### src/rtl/vert_sched_if.sv
// Triangle hand-off bus between the vertex scheduler and the rasterizer.
// Signals are qualified by tri_valid and transfer on a cycle where tri_valid and tri_ready are both high.
interface vert_sched_if #(
    parameter int NUM_TRI = 4
);
    localparam int IW = (NUM_TRI > 1) ? $clog2(NUM_TRI) : 1;

    logic [IW-1:0] tri_idx;
    logic          tri_valid;
    logic          tri_ready;
    logic          tri_last;
    logic [8:0]    ax;
    logic [8:0]    ay;
    logic [8:0]    bx;
    logic [8:0]    by;
    logic [8:0]    cx;
    logic [8:0]    cy;

    modport master (
        output tri_idx, tri_valid, tri_last, ax, ay, bx, by, cx, cy,
        input  tri_ready
    );

    modport slave (
        input  tri_idx, tri_valid, tri_last, ax, ay, bx, by, cx, cy,
        output tri_ready
    );
endinterface

### src/rtl/vert_sched.sv
// Frame-synchronous vertex scheduler: fetches cos(angle), emits NUM_TRI triangles, advances angle per batch.
// Optional VERT_SCHED_STATS_EN adds overrun / drop_cnt reporting of dropped frame_start pulses.
module vert_sched #(
    parameter int NUM_TRI    = 4,
    parameter int ROM_LAT    = 2,
    parameter int ANGLE_STEP = 1
) (
    input  logic               clk_pix,
    input  logic               resetn,
    input  logic               frame_start,
    output logic [8:0]         rom_addr,
    input  logic signed [11:0] rom_data,
    input  logic [6:0]         z_b,
    input  logic [6:0]         z_c,
    vert_sched_if.master       tri_bus,
    output logic               busy,
    output logic [1:0]         fsm_state
`ifdef VERT_SCHED_STATS_EN
    ,
    output logic               overrun,
    output logic [7:0]         drop_cnt
`endif
);

    localparam int IW = (NUM_TRI > 1) ? $clog2(NUM_TRI) : 1;

    localparam logic [1:0] S_IDLE    = 2'd0;
    localparam logic [1:0] S_FETCH   = 2'd1;
    localparam logic [1:0] S_CALC    = 2'd2;
    localparam logic [1:0] S_PRESENT = 2'd3;

    localparam logic [2:0]    LAT_M1   = 3'(ROM_LAT - 1);
    localparam logic [IW-1:0] LAST_IDX = IW'(NUM_TRI - 1);
    localparam logic [9:0]    STEP     = 10'(ANGLE_STEP);

    logic [1:0]         state;
    logic [8:0]         angle;
    logic [2:0]         cnt;
    logic signed [11:0] cos_r;
    logic [IW-1:0]      idx_r;
    logic               valid_r;
    logic               last_r;
    logic [8:0]         ax_r, ay_r, bx_r, by_r, cx_r, cy_r;

    // Depth times cos in Q1.10; the >>> 10 floors, and the 9-bit cast wraps as the adders do.
    logic signed [18:0] zb_s, zc_s, cos_s, p_full, q_full;
    logic [8:0]         b_off, c_off;
    logic [9:0]         angle_sum;
    logic [8:0]         angle_next;

    assign zb_s   = $signed({12'd0, z_b});
    assign zc_s   = $signed({12'd0, z_c});
    assign cos_s  = {{7{cos_r[11]}}, cos_r};
    assign p_full = -(zb_s * cos_s);
    assign q_full = zc_s * cos_s;
    assign b_off  = 9'(p_full >>> 10);
    assign c_off  = 9'(q_full >>> 10);

    always_comb begin
        angle_sum  = {1'b0, angle} + STEP;
        angle_next = angle_sum[8:0];
        if (angle_sum >= 10'd360) angle_next = 9'(angle_sum - 10'd360);
    end

    always_ff @(posedge clk_pix or negedge resetn) begin
        if (!resetn) begin
            state   <= S_IDLE;
            angle   <= '0;
            cnt     <= '0;
            cos_r   <= '0;
            idx_r   <= '0;
            valid_r <= 1'b0;
            last_r  <= 1'b0;
            ax_r    <= '0;
            ay_r    <= '0;
            bx_r    <= '0;
            by_r    <= '0;
            cx_r    <= '0;
            cy_r    <= '0;
        end else begin
            case (state)
                S_IDLE: begin
                    if (frame_start) begin
                        state <= S_FETCH;
                        cnt   <= '0;
                        idx_r <= '0;
                    end
                end
                S_FETCH: begin
                    if (cnt == LAT_M1) begin
                        cos_r <= rom_data;
                        state <= S_CALC;
                    end else begin
                        cnt <= cnt + 3'd1;
                    end
                end
                S_CALC: begin
                    ax_r    <= 9'd320;
                    ay_r    <= 9'd120;
                    bx_r    <= 9'd320 + b_off;
                    by_r    <= 9'd240 + {2'b00, z_b};
                    cx_r    <= 9'd320 + c_off;
                    cy_r    <= 9'd240 + {2'b00, z_c};
                    last_r  <= (idx_r == LAST_IDX);
                    valid_r <= 1'b1;
                    state   <= S_PRESENT;
                end
                S_PRESENT: begin
                    if (tri_bus.tri_ready) begin
                        valid_r <= 1'b0;
                        if (last_r) begin
                            last_r <= 1'b0;
                            idx_r  <= '0;
                            angle  <= angle_next;
                            state  <= S_IDLE;
                        end else begin
                            idx_r <= idx_r + IW'(1);
                            state <= S_CALC;
                        end
                    end
                end
                default: state <= S_IDLE;
            endcase
        end
    end

`ifdef VERT_SCHED_STATS_EN
    // Any frame_start outside IDLE is dropped, including one coinciding with the last handshake.
    always_ff @(posedge clk_pix or negedge resetn) begin
        if (!resetn) begin
            overrun  <= 1'b0;
            drop_cnt <= '0;
        end else if (frame_start && state != S_IDLE) begin
            overrun <= 1'b1;
            if (drop_cnt != 8'hFF) drop_cnt <= drop_cnt + 8'd1;
        end
    end
`endif

    assign rom_addr          = angle;
    assign busy              = (state != S_IDLE);
    assign fsm_state         = state;
    assign tri_bus.tri_idx   = idx_r;
    assign tri_bus.tri_valid = valid_r;
    assign tri_bus.tri_last  = last_r;
    assign tri_bus.ax        = ax_r;
    assign tri_bus.ay        = ay_r;
    assign tri_bus.bx        = bx_r;
    assign tri_bus.by        = by_r;
    assign tri_bus.cx        = cx_r;
    assign tri_bus.cy        = cy_r;

endmodule

### src/flat_wrapper.sv
// flat-port wrapper written by rule: the top's interface ports become plain ports
module vert_sched_flat 
#(
    parameter int NUM_TRI    = 4,
    parameter int ROM_LAT    = 2,
    parameter int ANGLE_STEP = 1
)
  (clk_pix, resetn, frame_start, rom_addr, rom_data, z_b, z_c, busy, fsm_state, tri_bus_tri_idx, tri_bus_tri_valid, tri_bus_tri_last, tri_bus_ax, tri_bus_ay, tri_bus_bx, tri_bus_by, tri_bus_cx, tri_bus_cy, tri_bus_tri_ready);
  vert_sched_if #(.NUM_TRI(NUM_TRI)) tri_bus_i ();
  input  logic clk_pix;
  input  logic resetn;
  input  logic frame_start;
  output logic [8:0] rom_addr;
  input  logic signed [11:0] rom_data;
  input  logic [6:0] z_b;
  input  logic [6:0] z_c;
  output logic busy;
  output logic [1:0] fsm_state;
  output wire logic [$bits(tri_bus_i.tri_idx)-1:0] tri_bus_tri_idx;
  output wire logic [$bits(tri_bus_i.tri_valid)-1:0] tri_bus_tri_valid;
  output wire logic [$bits(tri_bus_i.tri_last)-1:0] tri_bus_tri_last;
  output wire logic [$bits(tri_bus_i.ax)-1:0] tri_bus_ax;
  output wire logic [$bits(tri_bus_i.ay)-1:0] tri_bus_ay;
  output wire logic [$bits(tri_bus_i.bx)-1:0] tri_bus_bx;
  output wire logic [$bits(tri_bus_i.by)-1:0] tri_bus_by;
  output wire logic [$bits(tri_bus_i.cx)-1:0] tri_bus_cx;
  output wire logic [$bits(tri_bus_i.cy)-1:0] tri_bus_cy;
  input wire logic [$bits(tri_bus_i.tri_ready)-1:0] tri_bus_tri_ready;
  assign tri_bus_tri_idx = tri_bus_i.tri_idx;
  assign tri_bus_tri_valid = tri_bus_i.tri_valid;
  assign tri_bus_tri_last = tri_bus_i.tri_last;
  assign tri_bus_ax = tri_bus_i.ax;
  assign tri_bus_ay = tri_bus_i.ay;
  assign tri_bus_bx = tri_bus_i.bx;
  assign tri_bus_by = tri_bus_i.by;
  assign tri_bus_cx = tri_bus_i.cx;
  assign tri_bus_cy = tri_bus_i.cy;
  assign tri_bus_i.tri_ready = tri_bus_tri_ready;
  vert_sched #(.NUM_TRI(NUM_TRI), .ROM_LAT(ROM_LAT), .ANGLE_STEP(ANGLE_STEP)) u_core (.clk_pix(clk_pix), .resetn(resetn), .frame_start(frame_start), .rom_addr(rom_addr), .rom_data(rom_data), .z_b(z_b), .z_c(z_c), .tri_bus(tri_bus_i), .busy(busy), .fsm_state(fsm_state));
endmodule
### config.mk
export PLATFORM = sky130hd
export DESIGN_NAME = vert_sched_flat
export DESIGN_NICKNAME = d
export VERILOG_FILES = /design/src/rtl/vert_sched_if.sv /design/src/rtl/vert_sched.sv /design/src/flat_wrapper.sv
export SDC_FILE = /design/constraint.sdc
export NUM_CORES = 1
export LEC_CHECK = 0
export BUFFER_PORTS_ARGS = -buffer_cell sky130_fd_sc_hd__clkbuf_2
export CORE_ASPECT_RATIO = 1.4
export CORE_UTILIZATION = 60
export DETAILED_ROUTE_END_ITERATION = 8
export HOLD_SLACK_MARGIN = 0.06
export PLACE_DENSITY = 0.81
export SYNTH_ARGS = -nofsm -noshare
export SYNTH_HDL_FRONTEND = slang
export SYNTH_SLANG_ARGS = --single-unit
### constraint.sdc
create_clock -name clk_pix -period 15.6 [get_ports clk_pix]
set_input_delay 1.56 -clock clk_pix [delete_from_list [all_inputs] [get_ports clk_pix]]
set_output_delay 1.56 -clock clk_pix [all_outputs]
set_load 0.01 [all_outputs]
# Yosys cells after proc, flatten, opt, wreduce, memory -nomap -nowiden
# Index checks and enable logic that the tools add are counted.
[classes]
n_addsub = 9
mul = 2
n_lt_le_gt_ge = 1
eq_ne = 9
mux = 16
reduce_logical = 11
[op_table]
columns = ["op", "n"]
rows = [
  ["multiplier 8 x 12 -> 19 bit", 2],
  ["negation 19 bit", 1],
  ["adder 8 x 7 -> 9 bit, first input constant", 2],
  ["adder 9 bit, first input constant", 2],
  ["2-to-1 mux 2 bit", 7],
  ["AND reduction 3 bit", 4],
  ["adder 9 x 1 -> 10 bit, second input constant", 1],
  ["greater-or-equal comparator 10 x 9 -> 1 bit, second input constant", 1],
  ["2-to-1 mux 9 bit", 1],
  ["subtractor 9 bit, second input constant", 1],
  ["case mux 2 bit (4 select lines)", 1],
  ["nonzero test 2 bit", 4],
  ["equality test 2 bit, second input constant", 3],
  ["2-to-1 mux 3 bit", 2],
  ["!= test 2 bit, second input constant", 3],
  ["case mux 3 bit (2 select lines)", 1],
  ["case mux 1 bit (2 select lines)", 2],
  ["case mux 2 bit (2 select lines)", 1],
  ["AND reduction 2 bit", 2],
  ["adder 3 x 1 -> 3 bit, second input constant", 1],
  ["equality test 3 x 1 -> 1 bit, second input constant", 1],
  ["adder 2 x 1 -> 2 bit, second input constant", 1],
  ["equality test 2 x 1 -> 1 bit, second input constant", 1],
  ["logical NOT 2 bit", 1],
  ["2 further kinds", 2],
]
[word_totals]
reg_bits = 68
inputBits = 30

# Logic depth before layout (Yosys ltp)
[depth]
word_depth = 4
mapped_depth = 25
ltp_nobuf = 24

# Worst setup path before layout
# OpenSTA, ideal clock, no wires.
[synth_timing]
path_kind = "input to register"
start = "in z_b[2]"
end = "reg u_core.bx_r[8], in the netlist u_core.tri_bus.bx[8]"
setup_time_ns = 0.087
t_arrival_ns = 7.022
t_required_ns = 15.513
path_slack_ns = 8.492
cell_stages = 23
n_path_buf = 1
cell_sequence = "clkbuf_1 and2_1 fa_1 inv_1 fa_1 fa_1 fa_1 ha_1 ha_1 a211oi_1 nor3b_1 o41ai_2 nor3b_1 o21a_1 or3_1 and2_1 ha_1 xor2_1 xnor2_1 xnor2_1 nor4b_1 o21ai_0 o211ai_1"
[synth_via]
elab_chain_len = 3
[synth_lines]
columns = ["item", "line_no", "text"]
rows = [
  ["start, declared", "flat_wrapper.sv:15", "input logic [6:0] z_b;"],
  ["multiplier 8 x 12 -> 19 bit", "vert_sched.sv:54", "assign p_full = -(zb_s * cos_s);"],
  ["negation 19 bit", "vert_sched.sv:54", ""],
  ["adder 9 bit", "vert_sched.sv:100", "bx_r <= 9'd320 + b_off;"],
  ["end signal, assigned", "vert_sched.sv:100", ""],
  ["end, declared", "vert_sched.sv:43", "logic [8:0] ax_r, ay_r, bx_r, by_r, cx_r, cy_r;"],
]
# Every way passes these cells.
# A chain may end at the register's enable or synchronous reset.

# Worst setup path in the final report
# Same ends and word-level chain as after synthesis.

==> results.json <==
{
  "status": "completed",
  "layout-drive-gt1-share_pct": 11.8,
  "htreeDepth": 3,
  "drtPass1Iterations": 4,
  "cpMostUsedCell": "fa_1",
  "finClkSkew_ns": 0.00883,
  "synth_top_area_cell": "fa_1",
  "drv_cap": 0,
  "rsz0062_at_grt": "no",
  "synth_edf_count": 0,
  "drt_iter0_drc": 316,
  "cts_buffers": 9,
  "cp_max_fo": 13,
  "syn_area_per_cell_sq_um": 8.98,
  "initial_core_util_pct": 61.8,
  "clock_latency_ns": 0.35,
  "diodes": 0,
  "cts-root-buf": "clkbuf_16",
  "area_growth_pct": 8.07,
  "die_h_um": 149,
  "setup_tns_ns": 0,
  "start_kind": "input port",
  "portBuffers": 87,
  "fmax_ghz": 0.137,
  "place_congestion": 0.876,
  "critPathKind": "in2reg",
  "required_ns": 15.86,
  "slowest_stage": "fa_1",
  "worstMarginPinSlew_ns": 0.889,
  "synth.ff_latch_count": 67,
  "grt_pass1_vias": 7470,
  "slew_viol_final": 0,
  "synth_area_leaders": "fa_1 27%, dfrtp_1 18%, ha_1 13%",
  "grt_pass1_wl_um": 34100,
  "clk_pin_slew_worst_paths_ns": 0.06,
  "cp.buffers_inverters": 2,
  "ys_types": 62,
  "viasPerCell": 5.48,
  "cp_cell_sequence": "clkbuf_2, and2_1, fa_1, inv_1, fa_1, fa_1, fa_1, ha_1, ha_1, a211oi_1, nor3b_1, o41ai_2, nor3b_1, o21a_1, or3_1, and2_1, ha_1, xor2_1, xnor2_1, xnor2_1, nor4b_1, o21ai_0, o211ai_1",
  "endpoint_kind": "flop",
  "async_flop_share_pct": 100,
  "grt_antenna_before_repair": 0,
  "pre_cts_ws_ns": 8.11,
  "synth_top_area_share_pct": 26.7,
  "dpl.hpwl_um": 15000,
  "wl_per_cell_um": 15.5,
  "critPathArrivalTime_ns": 7.57,
  "pin_count": 100,
  "die_w_um": 107,
  "finalWirelength_um": 19900,
  "post-cts-setup-buffers": 0,
  "fin_crit_sh_pct": 46.9,
  "die_area_sq_um": 16000,
  "cp_top_family": "adder cells",
  "clk_path_buf_depth": 2,
  "postCtsResizedCells": 0,
  "synth_flop_cell": "dfrtp_1",
  "core_sq_um": 15100,
  "ys_seq_area_share_pct": 18.0,
  "fin_util_pct": 66.8,
  "gr-total-overflow": 0,
  "hold_path_class": "reg2reg",
  "vias": 7033,
  "slowest_delay_ns": 0.59,
  "worst_slack_ns": 8.29,
  "fin_nets": 1339,
  "finalSetupViolations": 0,
  "relSlewSlack_pct": 40.7,
  "grt_max_degree": 68,
  "tritoncts": "done",
  "netlist_instances": 1036,
  "remaining_drc_errors": 0,
  "period_needed_ns": 7.31,
  "postRouteAntennaNets": 0,
  "hold_viol": 0,
  "syn_area_sq_um": 9310,
  "ys.warnings.count": 0,
  "rows": 53,
  "postCtsHoldBufs": 0,
  "cts.sinks": 67,
  "globalRouteTotalUtil_pct": 27.2
}
[cells in the final DEF (no fill, tap or decap), types with 5 or more instances in the layout]
master       n
nand3_1     11
o211ai_1     5
nand2_1    124
o21ai_0     38
a21oi_1     30
clkbuf_16    9
xor2_1       7
dfrtp_1     67
nor2_1      24
clkbuf_2    86
and2_1     124
inv_1      192
ha_1        98
fa_1       124
a21o_1       9
conb_1      12
nor3_1      12
nor2b_1      6
xnor2_1     23
mux2_2      13
[layer usage]
layer | track usage, % | share of wire [%] | wire length (um)
met1 | 32.2 | 40 | 7960
met2 | 49.4 | 53 | 10500
met3 | 4.11 | 4.7 | 931
met4 | 10.1 | 2.7 | 530
met5 | 0 | 0 | 0
[final timing paths]
path	start	end	slack, ns	cells past startpoint
hold reg to reg	u_core.tri_bus.bx[2]$_DFFE_PN0P_	u_core.tri_bus.bx[2]$_DFFE_PN0P_	0.47	2
hold / removal	u_core.tri_bus.bx[2]$_DFFE_PN0P_	u_core.tri_bus.bx[2]$_DFFE_PN0P_	0.47	2
min in group asynchronous	resetn	u_core.tri_bus.bx[1]$_DFFE_PN0P_	1.32	1
max in group asynchronous	resetn	u_core.tri_bus.cx[0]$_DFFE_PN0P_	13.68	1
setup / recovery	z_b[2]	u_core.tri_bus.bx[8]$_DFFE_PN0P_	8.29	23
setup reg to reg	u_core.cos_r[6]$_DFFE_PN0P_	u_core.tri_bus.bx[8]$_DFFE_PN0P_	9.08	22
[cell usage after synthesis (all sizes together), types with 4 or more instances]
cell type  instances
inv              192
a21oi             30
a31oi              4
ha                98
xor2               7
xnor2             23
nand2            125
and3               5
buf               22
and2             124
o21ai             39
nor3              12
a211oi             4
o211ai             5
nor2              24
mux2              13
fa               124
nor2b              6
a21o               9
dfrtp             67
clkbuf            39
nand3             12
[worst min-delay path, cell delays in order, from the launching register on]
cell and delay (ns):
dfrtp_1 0.34, nand2_1 0.05, nand2_1 0.05
[cell families after synthesis]
| logic type | count (synthesis) | synth area share, % |
|---|---|---|
| AO/OA/AOI/OAI | 120 | 8.40 |
| XOR/XNOR | 30 | 2.82 |
| adder cells (fa/ha/maj) | 222 | 39.9 |
| buffers and inverters | 253 | 11.0 |
| flip-flops | 67 | 18.0 |
| multiplexers | 15 | 1.79 |
| other | 1 | 0.0403 |
| AND/OR/NAND/NOR | 328 | 18.0 |
[through the flow]
step	instance area, sq um	hold slack (ns)	instances
6_report	10100	0.469	1284
5_1_grt	10100	0.506	1284
4_1_cts	10100	0.477	1284
3_5_place_dp	9740	0.462	1268
3_3_place_gp	9740	0.458	1268
2_1_floorplan	9350	0.495	1047
[layout make-up]
cell class	count	area, sq um
well taps	192	240
flip-flops and latches	67	1680
fillers	1238	5000
clock inverters	6	72.6
repair buffers	90	460
clock buffers	10	239
multi-input cells	727	6650
inverters	192	721
[flip-flops by register name, summed over array words and instances, names as in the netlist, 2 cells and up]
register and flops:
u_core.rom_addr 9, u_core.tri_bus.tri_idx 2, u_core.tri_bus.cy 9, u_core.tri_bus.by 9, u_core.fsm_state 2, u_core.cnt 3, u_core.tri_bus.cx 9, u_core.cos_r 12
u_core.tri_bus.bx 9
Power is not shown: default switching activity piles up to over one toggle a cycle in this logic, so the estimate is an artifact.
